### config.mk
export PLATFORM = sky130hd
export DESIGN_NAME = serial_deser
export DESIGN_NICKNAME = d
export VERILOG_FILES = /design/src/rtl/serial_deser_pkg.sv /design/src/rtl/deser_shift_reg.sv /design/src/rtl/serial_deser.sv
export SDC_FILE = /design/constraint.sdc
export NUM_CORES = 1
export LEC_CHECK = 0
export CAP_MARGIN = 20
export CORE_MARGIN = 4
export CORE_UTILIZATION = 50
export CTS_CLUSTER_SIZE = 25
export DETAILED_ROUTE_END_ITERATION = 8
export GPL_ROUTABILITY_DRIVEN = 0
export GPL_TIMING_DRIVEN = 1
export PLACE_DENSITY = 0.82
export SKIP_LAST_GASP = 1
export SLEW_MARGIN = 25
export SYNTH_ARGS = -nofsm -noshare
export SYNTH_HDL_FRONTEND = slang
export SYNTH_HIERARCHICAL = 1
export SYNTH_SLANG_ARGS = --single-unit
### constraint.sdc
create_clock -name clk -period 3.6 [get_ports clk]
set_input_delay 0.54 -clock clk [delete_from_list [all_inputs] [get_ports clk]]
set_output_delay 0.54 -clock clk [all_outputs]
set_load 0.02 [all_outputs]
### src/rtl/serial_deser_pkg.sv
// Shared constants for the serial deserializer.
// Optional frame parity is enabled by defining SERIAL_DESER_PARITY_EN.
package serial_deser_pkg;

    localparam int MAX_WIDTH = 32;
    // Sized for the widest legal word, so the counter can also index the parity bit.
    localparam int CNT_W     = $clog2(MAX_WIDTH + 1);
    localparam int WCNT_W    = 16;

    function automatic int frame_len(input int width, input bit parity_en);
        return parity_en ? width + 1 : width;
    endfunction

endpackage

### src/rtl/deser_shift_reg.sv
// Shift register and bit counter for serial_deser: assembles one frame of serial bits
// in MSB_FIRST order; the trailing parity bit (if any) is counted but not shifted in.
module deser_shift_reg
    import serial_deser_pkg::*;
#(
    parameter int WIDTH     = 8,
    parameter int MSB_FIRST = 1,
    parameter int FRAME     = WIDTH
) (
    input  logic             clk,
    input  logic             rst,
    input  logic             accept,
    input  logic             sin,
    output logic             last_bit,
    output logic [WIDTH-1:0] word_next
);

    logic [CNT_W-1:0] bit_cnt;
    logic [WIDTH-1:0] shift_q;
    logic [WIDTH-1:0] shifted;
    logic             data_bit;

    always_comb begin
        if (MSB_FIRST != 0) begin
            shifted = {shift_q[WIDTH-2:0], sin};
        end else begin
            shifted = {sin, shift_q[WIDTH-1:1]};
        end
    end

    assign data_bit  = (bit_cnt < CNT_W'(WIDTH));
    assign last_bit  = (bit_cnt == CNT_W'(FRAME - 1));
    // On the parity bit the data is already complete in shift_q.
    assign word_next = data_bit ? shifted : shift_q;

    always_ff @(posedge clk) begin
        if (!rst) begin
            bit_cnt <= '0;
            shift_q <= '0;
        end else if (accept) begin
            if (data_bit) begin
                shift_q <= shifted;
            end
            bit_cnt <= last_bit ? '0 : bit_cnt + CNT_W'(1);
        end
    end

endmodule

### src/rtl/serial_deser.sv
// Serial-to-parallel deserializer with valid/ready handshakes on both sides.
// Define SERIAL_DESER_PARITY_EN to expect a trailing even-parity bit per frame.
module serial_deser
    import serial_deser_pkg::*;
#(
    parameter int WIDTH     = 8,
    parameter int MSB_FIRST = 1
) (
    input  logic              clk,
    input  logic              rst,
    input  logic              sin,
    input  logic              sin_valid,
    output logic              sin_ready,
    output logic [WIDTH-1:0]  pdata,
    output logic              pvalid,
    input  logic              pready,
    output logic              parity_err,
    output logic [WCNT_W-1:0] word_cnt
);

`ifdef SERIAL_DESER_PARITY_EN
    localparam bit PARITY_EN = 1'b1;
`else
    localparam bit PARITY_EN = 1'b0;
`endif
    localparam int FRAME = frame_len(WIDTH, PARITY_EN);

    logic             last_bit;
    logic             accept;
    logic             complete;
    logic             deliver;
    logic [WIDTH-1:0] word_next;

    // Only the final bit of a frame can stall: it needs the output register to be free.
    assign sin_ready = !(last_bit && pvalid && !pready);
    assign accept    = sin_valid && sin_ready;
    assign complete  = accept && last_bit;
    assign deliver   = pvalid && pready;

    deser_shift_reg #(
        .WIDTH     (WIDTH),
        .MSB_FIRST (MSB_FIRST),
        .FRAME     (FRAME)
    ) u_shift (
        .clk       (clk),
        .rst       (rst),
        .accept    (accept),
        .sin       (sin),
        .last_bit  (last_bit),
        .word_next (word_next)
    );

    always_ff @(posedge clk) begin
        if (!rst) begin
            pdata  <= '0;
            pvalid <= 1'b0;
        end else if (complete) begin
            pdata  <= word_next;
            pvalid <= 1'b1;
        end else if (deliver) begin
            pvalid <= 1'b0;
        end
    end

    always_ff @(posedge clk) begin
        if (!rst) begin
            word_cnt <= '0;
        end else if (deliver) begin
            word_cnt <= word_cnt + WCNT_W'(1);
        end
    end

`ifdef SERIAL_DESER_PARITY_EN
    // The last accepted bit of a frame is the parity bit itself.
    always_ff @(posedge clk) begin
        if (!rst) begin
            parity_err <= 1'b0;
        end else if (complete) begin
            parity_err <= (^word_next) ^ sin;
        end
    end
`else
    assign parity_err = 1'b0;
`endif

endmodule
==> results of run 1 <==
## cell type report
class	instances	area share, %
Multi-Input combinational cell	138	44.1
Sequential cell	39	35.1
Clock buffer	6	2.31
Inverter	3	0.506
Tap cell	46	2.59
Clock inverter	2	1.57
Timing Repair Buffer	31	13.8
## worst reg2reg max path, cell delays in order (launching register included)
cell and delay, ns:
sky130_fd_sc_hd__dfxtp_1 0.56, sky130_fd_sc_hd__nor3_4 0.15, sky130_fd_sc_hd__and3_1 0.22, sky130_fd_sc_hd__nand2_1 0.08, sky130_fd_sc_hd__and2_1 0.32, sky130_fd_sc_hd__or4b_4 0.59, sky130_fd_sc_hd__nand2_1 0.10, sky130_fd_sc_hd__a21oi_1 0.07
## per-layer routing
layer  wire length (um)  track usage (%)
met2               1580             27.1
met5                  0                0
met4                 36             5.96
met1               1620             20.7
met3                142             4.43
## flip-flops by register name, indices dropped and copies added, names as in the netlist
register / cells
word_cnt: 16
pdata: 8
u_shift/shift_q: 8
u_shift/bit_cnt: 6
pvalid: 1
## power groups by stage
stage               registers, uW  logic, uW  clock network, uW
finish                        438       32.6                304
floorplan                     447       24.3                  0
detailed placement            448       32.5                  0
global route                  439       36.2                329
CTS                           438       32.7                313
global placement              448       32.1                  0
## logic make-up after synthesis
family	share of synthesized area (%)
adders and majority gates	1.38
muxes	10.5
buffers and inverters	2.90
xor gates and xnor gates	6.76
other	0.207
DFF	43.0
and+or+nand+nor	27.4
AOI/OAI and AO/OA	7.79
## path summary, 6_finish.rpt
| path | endpoint | depth (start not counted) |
|---|---|---|
| worst min-delay path | u_shift/shift_q[7] | 2 |
| worst max-delay path | sin_ready | 4 |
| worst min register to register | u_shift/shift_q[7] | 2 |
| worst max register to register | u_shift/shift_q[0] | 7 |
## through the flow
stage / instance area [sq um] / worst slack, ns / hold slack [ns] / util (%)
floorplan: 1810 / 1.48 / 0.432 / -
global placement: 2140 / 0.949 / 0.444 / 62.6
detailed placement: 2140 / 0.915 / 0.459 / 62.6
CTS: 2220 / 0.950 / 0.475 / 65.1
global route: 2220 / 0.868 / 0.490 / 65.1
finish: 2220 / 0.958 / 0.473 / 65.1
## cells in the final DEF (no fill, tap or decap), types with 4 or more instances in the layout
cell                              count
sky130_fd_sc_hd__xor2_1               7
sky130_fd_sc_hd__clkbuf_4             5
sky130_fd_sc_hd__nand2_1             18
sky130_fd_sc_hd__o21ai_0              6
sky130_fd_sc_hd__xnor2_1              7
sky130_fd_sc_hd__dfxtp_1             39
sky130_fd_sc_hd__nand3_1              7
sky130_fd_sc_hd__nor2b_1              9
sky130_fd_sc_hd__nand4_1              7
sky130_fd_sc_hd__mux2_1               7
sky130_fd_sc_hd__nand3_2              4
sky130_fd_sc_hd__and2_1              10
sky130_fd_sc_hd__nor2_1               7
sky130_fd_sc_hd__mux2i_1             10
sky130_fd_sc_hd__clkdlybuf4s50_1     30
==> Flow_metrics.wiki, run 1 <==
{| class="wikitable"
! Metric !! Value
|-
| First-pass detailed-route iteration total || 4
|-
| Die Span X || 68.2 um
|-
| LEAKAGE || 0.000792 uW
|-
| Total Negative Setup Slacks || 0 ns
|-
| Shortest clock period the worst path allows after layout || 2.64 ns
|-
| FF-to-FF setup slack || 1.41 ns
|-
| CP max stage cell || sky130_fd_sc_hd__clkdlybuf4s50_1
|-
| Antenna diodes || 0
|-
| Number of failing setup endpoints in the final timing report || 0
|-
| Net count after synthesis || 194
|-
| Syn avg cell area || 9.70 sq um
|-
| Highest Clock Rate || 0.379 GHz
|-
| Arrival time of data at the critical path endpoint || 2.10 ns
|-
| Starting utilization of the core area || 53.1%
|-
| Worst-case clock buffer depth || 2
|-
| Distinct cell type count of the synthesized netlist || 41
|-
| Worst ir drop on vdd || 0.304 mV
|-
| Origin of the worst setup path || pready
|-
| Clock power share || 39.3%
|-
| Async set or reset register ratio after synthesis || 0%
|-
| CTS tree || yes
|-
| Max H-tree Level || 2
|-
| TritonCTS Sinks || 39
|-
| Largest delay share family, worst path || buffers and inverters
|-
| Placed wire-length estimate after detailed placement || 2380 um
|-
| Sequential share of power || 56.5%
|-
| Warnings, synthesis || 6
|-
| Cell area power density || 348 nW/um^2
|-
| Critical path's largest stage delay || 0.61 ns
|-
| Final hold violation count || 0
|-
| Slew at the pin closest to its max-slew limit || 0.584 ns
|-
| Critical setup path kind || in -> out
|-
| Total number of nets in the final design || 225
|-
| CP startpoint kind || input port
|-
| I/O pins || 32
|-
| Startpoint of the worst hold path || u_shift/shift_q[7]
|-
| Count of nets left with antenna violations after detail routing || 0
|-
| Data required time of the worst path || 3.06 ns
|-
| Number of buffers and inverters on the critical path || 2
|-
| Std-Cell Core Area || 3420 sq um
|-
| Hold-fix buffers, CTS || 0
|-
| Status || finished, final reports clean
|-
| IO Port Bufs || 30
|-
| Post-synth EDFFs || 0
|-
| Final wirelength || 3380 um
|-
| Area growth from synthesis to layout || 22.6%
|-
| Grt ovf || 0
|-
| Max Fanout on Critical Path || 7
|-
| P_int || 614 uW
|-
| Vias in the first global route || 1311
|-
| Combinational power share || 4.2%
|-
| Final routed wire length divided by cell count || 12.8 um
|-
| Net load switching power || 161 uW
|-
| Area leader, netlist || sky130_fd_sc_hd__dfxtp_1
|-
| Clock latency on the worst-skew pair || 0.34 ns
|-
| Leading cell type by number of instances after synthesis || sky130_fd_sc_hd__dfxtp_1
|-
| Clock-pin slew on the worst setup and hold paths || 0.11 ns
|-
| Switching fraction of total power || 20.8%
|-
| Primary flip-flop cell chosen by synthesis mapping || sky130_fd_sc_hd__dfxtp_1
|-
| CTS buffer count || 5
|-
| Sequential fraction of the synthesis area || 43.0%
|-
| CP dominant cell by count || sky130_fd_sc_hd__clkdlybuf4s50_1
|-
| Top cells by count, synth || 39 x sky130_fd_sc_hd__dfxtp_1, 18 x sky130_fd_sc_hd__nand2_1, 10 x sky130_fd_sc_hd__and2_1, 10 x sky130_fd_sc_hd__mux2i_1, 9 x sky130_fd_sc_hd__nor2b_1
|-
| Share of the cycle needed by the critical path after routing || 73.4%
|-
| Total track usage || 16.5%
|-
| Unrepaired setup endpoints after global routing || no
|-
| Clock Root Buffer || sky130_fd_sc_hd__clkbuf_4
|-
| Overall die area || 4660 sq um
|-
| Std cell rows || 21
|-
| Vertical die dimension || 68.2 um
|-
| Antenna violations before repair || 0
|-
| Setup repair bufs after CTS || 0
|-
| Area fraction of the dominant cell type after synthesis || 43.0%
|-
| First-pass GRT wire length || 5770 um
|-
| Number of max-cap violations || 0
|-
| Drc violations || 0
|-
| Non-filler instance count after layout || 265
|-
| Pin count of the biggest net entering global routing || 21
|-
| Footprint of the multi-input gates || 981 sq um
|-
| Number of synthesized register bits || 39
|-
| Cells after DPL || 257
|-
| Sequential cell area in the final layout || 781 sq um
|-
| Syn Inst Count || 187
|-
| Reg-to-reg startpoint || u_shift/bit_cnt[3]
|-
| Number of instances resized during post-cts repair || 0
|-
| Fraction of final layout cells sized beyond drive strength 1 || 11.0%
|-
| Number of fillers in the final layout || 293
|-
| Number of vias after detailed routing || 1387
|-
| Max-Slew Margin vs Limit || 60.9%
|-
| Classification of the worst-slack hold path || reg -> reg
|-
| Crit-path cells || clkdlybuf4s50_1 -> and2b_2 -> nand2_1 -> clkdlybuf4s50_1
|-
| PnR Total Power || 775 uW
|-
| Initial DRC count || 50
|-
| Clock Skew || 0.00423 ns
|-
| Via density per instance || 5.23
|-
| Most area-consuming cells after synthesis || sky130_fd_sc_hd__dfxtp_1 43%, sky130_fd_sc_hd__mux2i_1 5.5%, sky130_fd_sc_hd__mux2_1 4.3%
|-
| CP Capture Type || output pin
|-
| Pins Over Slew Limit || 0
|-
| Summed instance area of the synthesized netlist || 1810 sq um
|}
(Power assumes the default switching activity.)
==> inputs of run 2 (changes only) <==
- CORE_UTILIZATION: 50 -> 47
- PLACE_DENSITY: 0.82 -> 0.81
- clock period: 3.6 -> 2.28 ns (I/O delays scaled with it)
==> run 2 against run 1 <==
Effect of this change:
- highest routed layer unchanged
- combinational power increased by 69%
- sequential cell count unchanged
- largest cell class unchanged
- clock power increased by 83%
- via count increased by 3.0%
- first-iteration DRC count increased by 70%
- final cell count increased by 3.0%
- utilization decreased by 2.9 points
==> Flow_metrics.wiki, run 2 (synthesis results as in run 1) <==
{| class="wikitable"
! Metric !! Value
|-
| Pins Over Slew Limit || 0 (unchanged)
|-
| Number of instances resized during post-cts repair || 0 (unchanged)
|-
| Max H-tree Level || 2 (unchanged)
|-
| I/O pins || 32 (unchanged)
|-
| Std cell rows || 22 (+4.8%)
|-
| WHS || 0.456 ns (-0.0172 ns)
|-
| CP startpoint kind || input port
|-
| Cells after DPL || 266 (+3.5%)
|-
| Overall die area || 4920 sq um (+5.6%)
|-
| Leading cell types in the layout, fill and taps excluded || 39 x sky130_fd_sc_hd__dfxtp_1, 30 x sky130_fd_sc_hd__clkdlybuf4s50_1, 18 x sky130_fd_sc_hd__nand2_1
|-
| Most common cell after layout, fill and taps aside || sky130_fd_sc_hd__dfxtp_1
|-
| First-pass detailed-route iteration total || 4 (unchanged)
|-
| Final wirelength || 3450 um (+1.9%)
|-
| Setup repair bufs after CTS || 0 (unchanged)
|-
| Area growth from synthesis to layout || 26.6%
|-
| CTS buffer count || 5 (unchanged)
|-
| Status || finished, final reports clean
|-
| Fraction of final layout cells sized beyond drive strength 1 || 12.9% (+1.9 points)
|-
| Grt ovf || 0 (unchanged)
|-
| Total track usage || 15.5% (-1.0 points)
|-
| Unrepaired setup endpoints after global routing || no
|-
| Total number of nets in the final design || 232 (+3.1%)
|-
| Wl on met1 || 1640 um (+0.74%)
|-
| Die Span X || 70.1 um (+2.8%)
|-
| Met3 WL post-DR || 126 um (-11%)
|-
| Placed cell area || 2190 sq um (+2.6%)
|-
| Final routed wire length divided by cell count || 12.6 um (-1.1%)
|-
| Met2 Wirelength || 1580 um (+0.38%)
|-
| LEAKAGE || 0.000827 uW (+4.5%)
|-
| CTS tree || yes
|-
| Classification of the worst-slack hold path || reg -> reg
|-
| Final hold violation count || 0 (unchanged)
|-
| Vertical die dimension || 70.1 um (+2.8%)
|-
| Design Area, Final || 2300 sq um (+3.2%)
|-
| Number of failing setup endpoints in the final timing report || 0 (unchanged)
|-
| IO Port Bufs || 30 (unchanged)
|-
| Number of max-cap violations || 0 (unchanged)
|-
| Count of nets left with antenna violations after detail routing || 0 (unchanged)
|-
| Data required time of the worst path || 1.94 ns (-1.12 ns)
|-
| Worst-case clock buffer depth || 2 (unchanged)
|-
| Shortest clock period the worst path allows after layout || 2.15 ns
|-
| Placed wire-length estimate after detailed placement || 2430 um (+2.0%)
|-
| Pin count of the biggest net entering global routing || 21 (unchanged)
|-
| Critical setup path kind || in -> out
|-
| Worst ir drop on vdd || 0.375 mV (+23%)
|-
| Initial DRC count || 85 (+70%)
|-
| Arrival time of data at the critical path endpoint || 1.80 ns (-0.30 ns)
|-
| Flip-flop count of the largest register after layout || 16 (unchanged)
|-
| Number of vias after detailed routing || 1429 (+3.0%)
|-
| Clock Root Buffer || sky130_fd_sc_hd__clkbuf_8
|-
| Antenna violations before repair || 0 (unchanged)
|-
| Uppermost metal layer occupied by signal nets || met4
|-
| CP Capture Type || output pin
|-
| Highest Clock Rate || 0.466 GHz
|-
| Std-Cell Core Area || 3690 sq um (+8.0%)
|-
| Clock-pin slew on the worst setup and hold paths || 0.07 ns (-0.04 ns)
|-
| Clock Skew || 0.00770 ns (+0.00347 ns)
|-
| First-pass GRT wire length || 6040 um (+4.8%)
|-
| TritonCTS Sinks || 39 (unchanged)
|-
| Starting utilization of the core area || 49.2% (-3.9 points)
|-
| Cell area power density || 567 nW/um^2 (+63%)
|-
| Registers with the most flip-flops || word_cnt (16), pdata (8), u_shift/shift_q (8)
|-
| Share of the cycle needed by the critical path after routing || 94.1%
|-
| Via density per instance || 5.23 (about the same)
|-
| Vias in the first global route || 1340 (+2.2%)
|-
| Total Negative Setup Slacks || 0 ns (unchanged)
|-
| Antenna diodes || 0 (unchanged)
|-
| Largest reg by FF count || word_cnt
|-
| Hold-fix buffers, CTS || 0 (unchanged)
|-
| Clock latency on the worst-skew pair || 0.30 ns (-0.04 ns)
|-
| Drc violations || 0 (unchanged)
|-
| Non-filler instance count after layout || 273 (+3.0%)
|-
| Max Fanout on Critical Path || 3 (-4)
|}
## run 2: cell type report
cell class,count,area (sq um)
tap,48,60.1
clock buffer,6,72.6
clock inverter,1,30.0
sequential,39,781
timing repair buffer,38,360
multi-input combinational,138,981
fill,329,1390
inverter,3,11.3
## run 2: power by group
part / total (uW) / leakage, uW / internal, uW / switching [uW]
sequential: 692 / 0.000315 / 687 / 5.67
combinational: 55.0 / 0.000461 / 26.4 / 28.5
clock: 556 / 0.0000513 / 321 / 235
total: 1300 / 0.000827 / 1030 / 269
## run 2: path summary, 6_finish.rpt
path / slack, ns / startpoint / cells after the start / endpoint
setup / recovery: 0.13 / pready / 4 / sin_ready
hold / removal: 0.46 / u_shift/shift_q[7] / 2 / u_shift/shift_q[7]
setup reg to reg: 0.37 / u_shift/bit_cnt[3] / 7 / u_shift/shift_q[0]
hold reg to reg: 0.46 / u_shift/shift_q[7] / 2 / u_shift/shift_q[7]
## run 2: stage by stage
stage	utilization (%)	setup slack [ns]	power, uW
after floorplan	-	0.161	745
after global placement	59.5	0.0637	763
after detailed placement	59.5	0.0362	763
after CTS	62.2	0.122	1320
after global routing	62.2	0.0712	1350
final	62.2	0.134	1300
## run 2: layer usage
metal / track usage, % / vias up
met2: 24.0 / 28
met3: 3.74 / 7
met1: 19.2 / 668
met5: 0 / -
li1: - / 726
met4: 9.57 / 0
## run 2: worst max-delay path, cell delays in order
cell,delay [ns]
sky130_fd_sc_hd__clkdlybuf4s50_1,0.52
sky130_fd_sc_hd__and2b_2,0.25
sky130_fd_sc_hd__nand2_1,0.09
sky130_fd_sc_hd__clkdlybuf4s50_1,0.60
